`src/rtl/tv80_im2_int_ctrl.sv`:
```
// rtl/tv80_im2_int_ctrl.sv - tv80 mode-2 interrupt controller with vectored ack and ISR nesting
//
// Purpose: turns N_SRC edge-triggered peripheral requests into the active-low INT line,
//  returns the IM2 vector low byte during the M1+IORQ acknowledge cycle, and keeps an
//  in-service register so only strictly higher-priority sources (lower index) can nest.
// Optional feature macro: TV80_IM2_RETI_SNOOP_EN (snoop ED 4D opcode fetches as an EOI).
// Ports:
//  i_clk, i_reset          clock, asynchronous active-high reset
//  i_irq[N_SRC]            request lines, a rising edge raises PEND
//  o_int_n                 registered INT to the CPU, active low
//  i_m1_n/i_iorq_n/i_mreq_n/i_rd_n/i_wr_n  CPU bus strobes
//  i_addr, i_data          CPU address low byte and data bus input
//  o_data, o_data_oe       vector or register read data and its bus-mux select
// Registers at BASE_PORT+0..3: VEC, MASK (1=disabled), EOI (write only), STATUS {ISR,PEND}.
module tv80_im2_int_ctrl #(
    parameter int          N_SRC     = 4,
    parameter int          ID_W      = 2,
    parameter logic [7:0]  BASE_PORT = 8'h80
) (
    input  logic             i_clk,
    input  logic             i_reset,
    input  logic [N_SRC-1:0] i_irq,
    output logic             o_int_n,
    input  logic             i_m1_n,
    input  logic             i_iorq_n,
    input  logic             i_mreq_n,
    input  logic             i_rd_n,
    input  logic             i_wr_n,
    input  logic [7:0]       i_addr,
    input  logic [7:0]       i_data,
    output logic [7:0]       o_data,
    output logic             o_data_oe
);

    typedef enum logic [1:0] {ST_IDLE, ST_REQ, ST_ACK, ST_SVC} state_t;

    localparam logic [7:0] VEC_BITS = 8'(8'hFF << (ID_W + 1));

    state_t             state_q, state_d;
    logic [ID_W-1:0]    id_q, id_d;
    logic [N_SRC-1:0]   pend_q, pend_d;
    logic [N_SRC-1:0]   isr_q, isr_d;
    logic [N_SRC-1:0]   mask_q, mask_d;
    logic [7:0]         vec_q, vec_d;
    logic [N_SRC-1:0]   irq_q, irq_d;
    logic               int_n_q, int_n_d;
    logic               wr_act_q, wr_act_d;

    logic [7:0]         off;
    logic               addr_hit, ack_cond, wr_cond, rd_cond, wr_commit, eoi_commit;
    logic               ack_take, reti_hit;
    logic [N_SRC-1:0]   irq_rise, isr_low, allowed, eligible, id_onehot;
    logic [ID_W-1:0]    winner;
    logic [15:0]        status_w;

    // Offset decode tolerates a BASE_PORT that is not 4-aligned.
    assign off       = i_addr - BASE_PORT;
    assign addr_hit  = (off[7:2] == 6'd0);
    assign ack_cond  = !i_m1_n && !i_iorq_n;
    assign wr_cond   = !i_iorq_n && !i_wr_n && i_m1_n && addr_hit;
    assign rd_cond   = !i_iorq_n && !i_rd_n && i_m1_n && addr_hit;
    // A write strobe held for several cycles commits once.
    assign wr_commit  = wr_cond && !wr_act_q;
    assign eoi_commit = wr_commit && (off[1:0] == 2'd2);
    assign ack_take   = (state_q == ST_REQ) && ack_cond;

`ifdef TV80_IM2_RETI_SNOOP_EN
    logic fetch_q, fetch_d, armed_q, armed_d, fetch_cond;

    assign fetch_cond = !i_m1_n && !i_mreq_n && !i_rd_n;

    // Each fetch is judged once, on its first cycle; ED arms, 4D right after fires.
    always_comb begin
        fetch_d  = fetch_cond;
        armed_d  = armed_q;
        reti_hit = 1'b0;
        if (fetch_cond && !fetch_q) begin
            reti_hit = armed_q && (i_data == 8'h4D);
            armed_d  = (i_data == 8'hED);
        end
    end
`else
    logic unused_mreq;
    assign unused_mreq = i_mreq_n;
    assign reti_hit    = 1'b0;
`endif

    always_comb begin
        irq_rise  = i_irq & ~irq_q;
        // Only indices below the lowest in-service bit may interrupt.
        isr_low   = isr_q & (~isr_q + N_SRC'(1));
        allowed   = (isr_q == '0) ? '1 : (isr_low - N_SRC'(1));
        eligible  = pend_q & ~mask_q & allowed;
        winner    = '0;
        for (int k = N_SRC - 1; k >= 0; k--) begin
            if (eligible[k]) winner = ID_W'(k);
        end
        id_onehot = N_SRC'(1) << id_q;

        state_d  = state_q;
        id_d     = id_q;
        int_n_d  = int_n_q;
        mask_d   = mask_q;
        vec_d    = vec_q;
        irq_d    = i_irq;
        wr_act_d = wr_cond;
        isr_d    = isr_q;

        case (state_q)
            ST_IDLE: if (eligible != '0) begin
                state_d = ST_REQ;
                id_d    = winner;
                int_n_d = 1'b0;
            end
            ST_REQ: if (ack_cond) begin
                state_d = ST_ACK;
                int_n_d = 1'b1;
            end
            ST_ACK: if (i_iorq_n) state_d = ST_SVC;
            default: state_d = ST_IDLE;
        endcase

        // A fresh edge on the acked source re-sets PEND: set wins over the ack clear.
        pend_d = (pend_q & ~(ack_take ? id_onehot : '0)) | irq_rise;

        // Clearing the highest-priority ISR bit is a no-op when ISR is empty.
        if (eoi_commit || reti_hit) isr_d = isr_q & (isr_q - N_SRC'(1));
        if (ack_take)               isr_d = isr_d | id_onehot;

        if (wr_commit && off[1:0] == 2'd0) vec_d  = i_data & VEC_BITS;
        if (wr_commit && off[1:0] == 2'd1) mask_d = i_data[N_SRC-1:0];
    end

    always_ff @(posedge i_clk or posedge i_reset) begin
        if (i_reset) begin
            state_q  <= ST_IDLE;
            id_q     <= '0;
            pend_q   <= '0;
            isr_q    <= '0;
            mask_q   <= '1;
            vec_q    <= '0;
            irq_q    <= '0;
            int_n_q  <= 1'b1;
            wr_act_q <= 1'b0;
`ifdef TV80_IM2_RETI_SNOOP_EN
            fetch_q  <= 1'b0;
            armed_q  <= 1'b0;
`endif
        end else begin
            state_q  <= state_d;
            id_q     <= id_d;
            pend_q   <= pend_d;
            isr_q    <= isr_d;
            mask_q   <= mask_d;
            vec_q    <= vec_d;
            irq_q    <= irq_d;
            int_n_q  <= int_n_d;
            wr_act_q <= wr_act_d;
`ifdef TV80_IM2_RETI_SNOOP_EN
            fetch_q  <= fetch_d;
            armed_q  <= armed_d;
`endif
        end
    end

    assign o_int_n  = int_n_q;
    assign status_w = 16'({isr_q, pend_q});

    // The vector is driven in the same cycle the ack is first seen (still in REQ).
    always_comb begin
        o_data    = 8'h00;
        o_data_oe = 1'b0;
        if (!i_reset) begin
            if ((state_q == ST_REQ || state_q == ST_ACK) && ack_cond) begin
                o_data_oe = 1'b1;
                o_data    = {vec_q[7:ID_W+1], id_q, 1'b0};
            end else if (rd_cond) begin
                o_data_oe = 1'b1;
                case (off[1:0])
                    2'd0:    o_data = vec_q;
                    2'd1:    o_data = 8'(mask_q);
                    2'd3:    o_data = status_w[7:0];
                    default: o_data = 8'h00;
                endcase
            end
        end
    end

endmodule
```
`config.mk`:
```
export PLATFORM = sky130hd
export DESIGN_NAME = tv80_im2_int_ctrl
export DESIGN_NICKNAME = d
export VERILOG_FILES = /design/src/rtl/tv80_im2_int_ctrl.sv
export SDC_FILE = /design/constraint.sdc
export NUM_CORES = 1
export LEC_CHECK = 0
export ABC_AREA = 1
export CORE_ASPECT_RATIO = 1.5
export CORE_MARGIN = 5
export CORE_UTILIZATION = 30
export DETAILED_ROUTE_END_ITERATION = 10
export SLEW_MARGIN = 15
export SYNTH_ARGS = -nofsm -noshare
export SYNTH_HDL_FRONTEND = slang
export SYNTH_SLANG_ARGS = --single-unit
```
`constraint.sdc`:
```
create_clock -name i_clk -period 4.05 [get_ports i_clk]
set_clock_uncertainty 0.15 [all_clocks]
set_input_delay 1.0125 -clock i_clk [delete_from_list [all_inputs] [get_ports i_clk]]
set_output_delay 1.0125 -clock i_clk [all_outputs]
set_load 0.02 [all_outputs]
```
==> results of run 1 <==
[registers in the layout, indices dropped and copies added (netlist names)]
register  count
pend_q        4
id_q          2
state_q       2
isr_q         4
vec_q         5
o_int_n       1
mask_q        4
wr_act_q      1
irq_q         4
[worst paths after layout]
check | start | endpoint | slack [ns] | cells after the start
max | i_iorq_n | o_data[0] | 0.10 | 8
min | irq_q[3] | pend_q[3] | 0.28 | 1
max reg2reg | state_q[1] | pend_q[0] | 2.52 | 5
min reg2reg | irq_q[3] | pend_q[3] | 0.28 | 1
max in group asynchronous | i_reset | o_int_n | 2.35 | 3
min in group asynchronous | i_reset | vec_q[3] | 1.08 | 3
[final cells by class]
cell class / count / area (µm²) / area share, %
Clock buffer: 4 / 45.0 / 2.08
Inverter: 38 / 143 / 6.60
Multi-Input combinational cell: 136 / 757 / 35.0
Sequential cell: 27 / 682 / 31.6
Tap cell: 68 / 85.1 / 3.94
Timing Repair Buffer: 44 / 449 / 20.8
[metrics by stage]
step	instances	TNS, ns	hold WS, ns	area (µm²)	worst slack (ns)
global route	317	0	0.311	2160	0.00162
detailed placement	313	-0.00858	0.278	2090	-0.00858
global placement	313	-0.00800	0.265	2090	-0.00800
finish	317	0	0.282	2160	0.105
floorplan	202	0	0.260	1580	0.572
CTS	317	0	0.289	2140	0.0123
[logic make-up (layout without fill, tap and decap cells)]
family | after synthesis | in the layout | synth area share [%]
buffers and inverters | 39 | 86 | 9.25
AO/OA/AOI/OAI | 33 | 33 | 11.5
adder cells (fa/ha/maj) | 4 | 4 | 3.16
flip-flops | 27 | 27 | 43.1
AND/OR/NAND/NOR | 99 | 99 | 33.0
[critical path, delay by kind of cell]
family | cells | cell delay (ns)
simple gates | 3 | 0.39
buf+inv | 5 | 1.36
[what timing repair did]
action,4_1_cts,5_1_grt
resized for setup,1,9
hold endpoints to repair,0,0
endpoints found under the setup margin,1,8
[layout by cell type (no fill, tap or decap), drive strengths merged]
cell / count
nand4: 3
nor2: 19
o21ai: 16
buf: 9
clkinv: 1
a21oi: 7
a21o: 1
clkdlybuf4s50: 26
o211ai: 1
ha: 4
nand3: 16
nor3: 5
nor3b: 1
inv: 37
dfstp: 5
o22ai: 7
nand3b: 3
dlygate4sd2: 1
dlymetal6s2s: 8
clkbuf: 4
dfrtp: 22
a21boi: 1
nand2: 52
[layer usage]
layer  track usage (%)  routed length (µm)
met5                 0                   0
met4              5.41                  94
met3              1.43                 107
met2              21.5                2020
met1              12.0                1440
[power by group through the flow]
stage | clock network (µW) | logic (µW) | registers (µW)
after floorplan | 0 | 231 | 371
after global placement | 0 | 330 | 377
after detailed placement | 0 | 336 | 377
after CTS | 164 | 338 | 373
after global routing | 171 | 389 | 381
final | 155 | 332 | 373
==> results.txt, run 1 <==
Status = finished clean
Async S/R FF share, synth = 100%
Period utilization = 97.4%
Port Buffers = 35
Flop pwr share = 43.4%
Via count = 1,435
Worst-Margin Slew = 0.364 ns
Number of I/O pins = 37
Critical Path Most Common Cell = clkdlybuf4s50_1
Diodes inserted = 0
Static Leakage = 0.00111 µW
Die Height = 99.0 µm
Routed length per instance = 11.6 µm
Die area = 0.00686 mm²
Inserted Clock Buffers = 3
Clk network pwr share = 18.1%
Final setup vio count = 0
Critical Path, Cell by Cell = clkdlybuf4s50_1, inv_1, nand2_1, nor3_4, buf_12, inv_2, nor2_1, clkdlybuf4s50_1
Largest net degree at the start of global routing = 28
Worst-Skew Late Latency = 0.27 ns
Filler Cell Count = 560
Gpl congestion = 0.808
Mapped Cells = 202
Worst slew margin = 75.6%
First-pass GRT wire length = 6350 µm
Initial antenna violation count = 0
Total track usage = 11.3%
CTS H-tree lvls = 1
Maximum clock frequency = 0.253 GHz
Mean post-synth cell area = 7.84 µm²
Slowest CP cell = clkdlybuf4s50_1
Layout overhead on the synthesized area = 36.5%
Die W = 69.3 µm
#FFs+latches synth = 27
Number of synthesized flops with an enable pin = 0
Largest cells by area after synthesis = dfrtp_1 35%, nand2_1 12%, dfstp_2 8.3%
Distinct cells, synth = 28
Post-detail-place hpwl = 2960 µm
Fin crit period = 3.95 ns
Sequential fraction of the synthesis area = 43.1%
Post-synth top area share = 34.8%
Max_cap viols = 0
Psw = 324 µW
Root Buffer = clkbuf_8
# DRC = 0
Worst hold path class = register to register
Synth Flop Type = dfrtp_1
CTS Hold Bufs = 0
Switching Share = 37.7%
Max Transition Viols Final = 0
RSZ-0062 raised after global routing = false
Cell with the most instances after synthesis = nand2_1
Gr ovfl total = 0
Initial drt markers = 24
PD cells = 398 mW/mm²
Top post-synthesis cells by count = 51 x nand2_1, 33 x inv_1, 22 x dfrtp_1
Worst Path Arrival = 2.78 ns
Net count after synthesis = 233
DR vias/cell = 4.53
Initial core utilization = 30.9%
Final wirelength = 3670 µm
Setup Buffers After CTS = 0
Combinational power share = 38.6%
Layout cell share with drive strength beyond 1 = 14.5%
P_int = 536 µW
Core box area = 0.00512 mm²
Post-layout util = 42.2%
Post-layout nets = 281
Row cnt = 32
Required time of the critical path = 2.89 ns
Post-Syn Area = 0.00158 mm²
Remaining antenna violation count = 0
WS Path Type = primary input to output pin
Max stage delay on crit path = 0.61 ns
Power Total = 861 µW
Largest area contributor in the netlist = dfrtp_1
Detailed Routing Iterations Pass 1 = 4
CP Max Fanout = 8
Maximum vdd ir drop = 167 µV
Worst-path clk slew = 0.09 ns
Fin. Hold Viols = 0
Endpoint type of the worst setup path = output pin
CTS Sinks = 27
CTS tree = built
Vias in the first global route = 1,433
Startpoint types = primary input
Yosys warnings = 0
Max Buffers Root-to-Sink = 2
Power figures use the tool's default switching activity.
==> run 2: changes to the inputs <==
- CORE_UTILIZATION: 30 -> 53
- MAX_ROUTING_LAYER: not set -> met4
- PLACE_DENSITY: not set -> 0.84
==> results.txt, run 2 (synthesis gave the netlist of run 1 again) <==
Detailed Routing Iterations Pass 1 = 4
Layout overhead on the synthesized area = 33.0%
First-pass GRT wire length = 5980 µm
Worst-Margin Slew = 0.358 ns
Final setup vio count = 0
# DRC = 0
WS Path Type = primary input to output pin
Worst path depth = 7
Critical Path Most Common Cell = clkdlybuf4s50_1
Reg2Reg Depth = 5
Initial drt markers = 45
Number of I/O pins = 37
Worst Setup EP = o_data_oe
Die area = 0.00420 mm²
Diodes inserted = 0
Worst R2R End = pend_q[1]
Crit-path leading delay family = buffers and inverters
PD cells = 412 mW/mm²
Max_cap viols = 0
Post-detail-place hpwl = 2820 µm
Vias in the first global route = 1,448
Commonest non-fill, non-tap cell in the layout = nand2_1
Via count = 1,444
Status = finished clean
Worst Path Arrival = 2.77 ns
Layout cell share with drive strength beyond 1 = 14.5%
Setup Buffers After CTS = 0
CTS H-tree lvls = 1
Power Total = 866 µW
Worst-path clk slew = 0.09 ns
Cells after DPL = 283
Worst slew margin = 76.0%
Top reg by flops = vec_q
Max Transition Viols Final = 0
Inserted Clock Buffers = 3
Die Height = 76.9 µm
RSZ-0062 raised after global routing = false
Worst setup startpoint = i_m1_n
Worst hold path class = register to register
CP Max Fanout = 4
Post-layout nets = 280
Post-route insts no fill = 287
Total track usage = 19.1%
Buf/Inv on CP = 4
Port Buffers = 35
Maximum clock frequency = 0.254 GHz
Max Buffers Root-to-Sink = 2
Max stage delay on crit path = 0.61 ns
DR vias/cell = 5.03
Hold path depth = 1
Fin crit period = 3.93 ns
Core box area = 0.00288 mm²
Root Buffer = clkbuf_8
Gpl congestion = 0.870
Row cnt = 24
Startpoint types = primary input
Reg2reg start = state_q[1]
Required time of the critical path = 2.89 ns
Endpoint type of the worst setup path = output pin
Initial core utilization = 54.9%
Period utilization = 97.1%
Fin Setup TNS = 0 ns
Filler Cell Count = 246
Slowest CP cell = clkdlybuf4s50_1
Gr ovfl total = 0
Die W = 54.6 µm
Final wirelength = 3470 µm
Initial antenna violation count = 0
Fin. Hold Viols = 0
Remaining antenna violation count = 0
Routed length per instance = 12.1 µm
Maximum vdd ir drop = 299 µV
R2R setup slack = 2.52 ns
Max FFs per register = 5
Static Leakage = 0.00109 µW
Critical Path, Cell by Cell = clkdlybuf4s50_1, nand2_1, nor3_4, buf_4, inv_2, o21ai_1, clkdlybuf4s50_1
Most frequent cells in the layout = 50 x nand2_1, 33 x inv_1, 28 x clkdlybuf4s50_1
Largest net degree at the start of global routing = 28
CTS Sinks = 27
Worst-Skew Late Latency = 0.27 ns
CTS tree = built
==> run 2: changes by cell type in the layout (fill, tap and decap cells not counted), sizes merged <==
cell,before,now
dlygate4sd2,1,0
buf,9,8
clkinv,1,2
clkbuf,4,3
clkdlybuf4s50,26,28
dlymetal6s2s,8,7
==> run 2: worst min-delay path by stage <==
stage                   from        end  slack (ns)
global route        irq_q[2]  pend_q[2]        0.29
global placement    irq_q[2]  pend_q[2]        0.27
finish              irq_q[2]  pend_q[2]        0.28
CTS                 irq_q[2]  pend_q[2]        0.28
detailed placement  irq_q[2]  pend_q[2]        0.27
floorplan           irq_q[0]  pend_q[0]        0.26
==> run 2: report_power, final <==
| group | total, µW | internal [µW] | leakage [µW] | switching [µW] |
|---|---|---|---|---|
| sequential | 373 | 325 | 0.000316 | 48.4 |
| combinational | 339 | 141 | 0.000749 | 197 |
| clock | 154 | 69.1 | 0.0000255 | 84.8 |
| total | 866 | 535 | 0.00109 | 331 |
==> run 2: repair_timing <==
action | CTS | global route
setup endpoints to repair | 0 | 8
hold buffers | 0 | 0
resized for setup | 0 | 8
==> run 2: per-layer routing <==
layer	wire length [µm]	global-route usage [%]	vias up	share of wire (%)
met3	102	2.33	7	2.9
met2	1880	32.1	28	54
met5	0	-	-	0
li1	-	-	742	-
met1	1420	21.9	667	41
met4	63	7.73	0	1.8
==> run 2: layout make-up <==
cell class / instances / area [µm²] / area share [%]
Sequential cell: 27 / 682 / 32.4
Clock inverter: 1 / 5.00 / 0.238
Tap cell: 39 / 48.8 / 2.32
Timing Repair Buffer: 43 / 428 / 20.3
Multi-Input combinational cell: 136 / 757 / 36.0
Inverter: 38 / 143 / 6.78
Clock buffer: 3 / 41.3 / 1.96
==> run 2: through the flow <==
step,setup WS (ns),area (µm²),hold WS (ns),utilization [%]
final,0.118,2100,0.284,73.0
after detailed placement,0.0147,2040,0.272,70.7
after CTS,0.0133,2080,0.285,72.3
after floorplan,0.572,1580,0.260,-
after global routing,0.0360,2100,0.294,73.0
after global placement,0.0495,2040,0.265,70.7
==> run 2: worst register-to-register path, stage by stage (launching register included) <==
cell and delay (ns):
dfrtp_1 0.43, inv_1 0.10, ha_1 0.19, nand2_1 0.11, nor3_1 0.31, o22ai_1 0.12
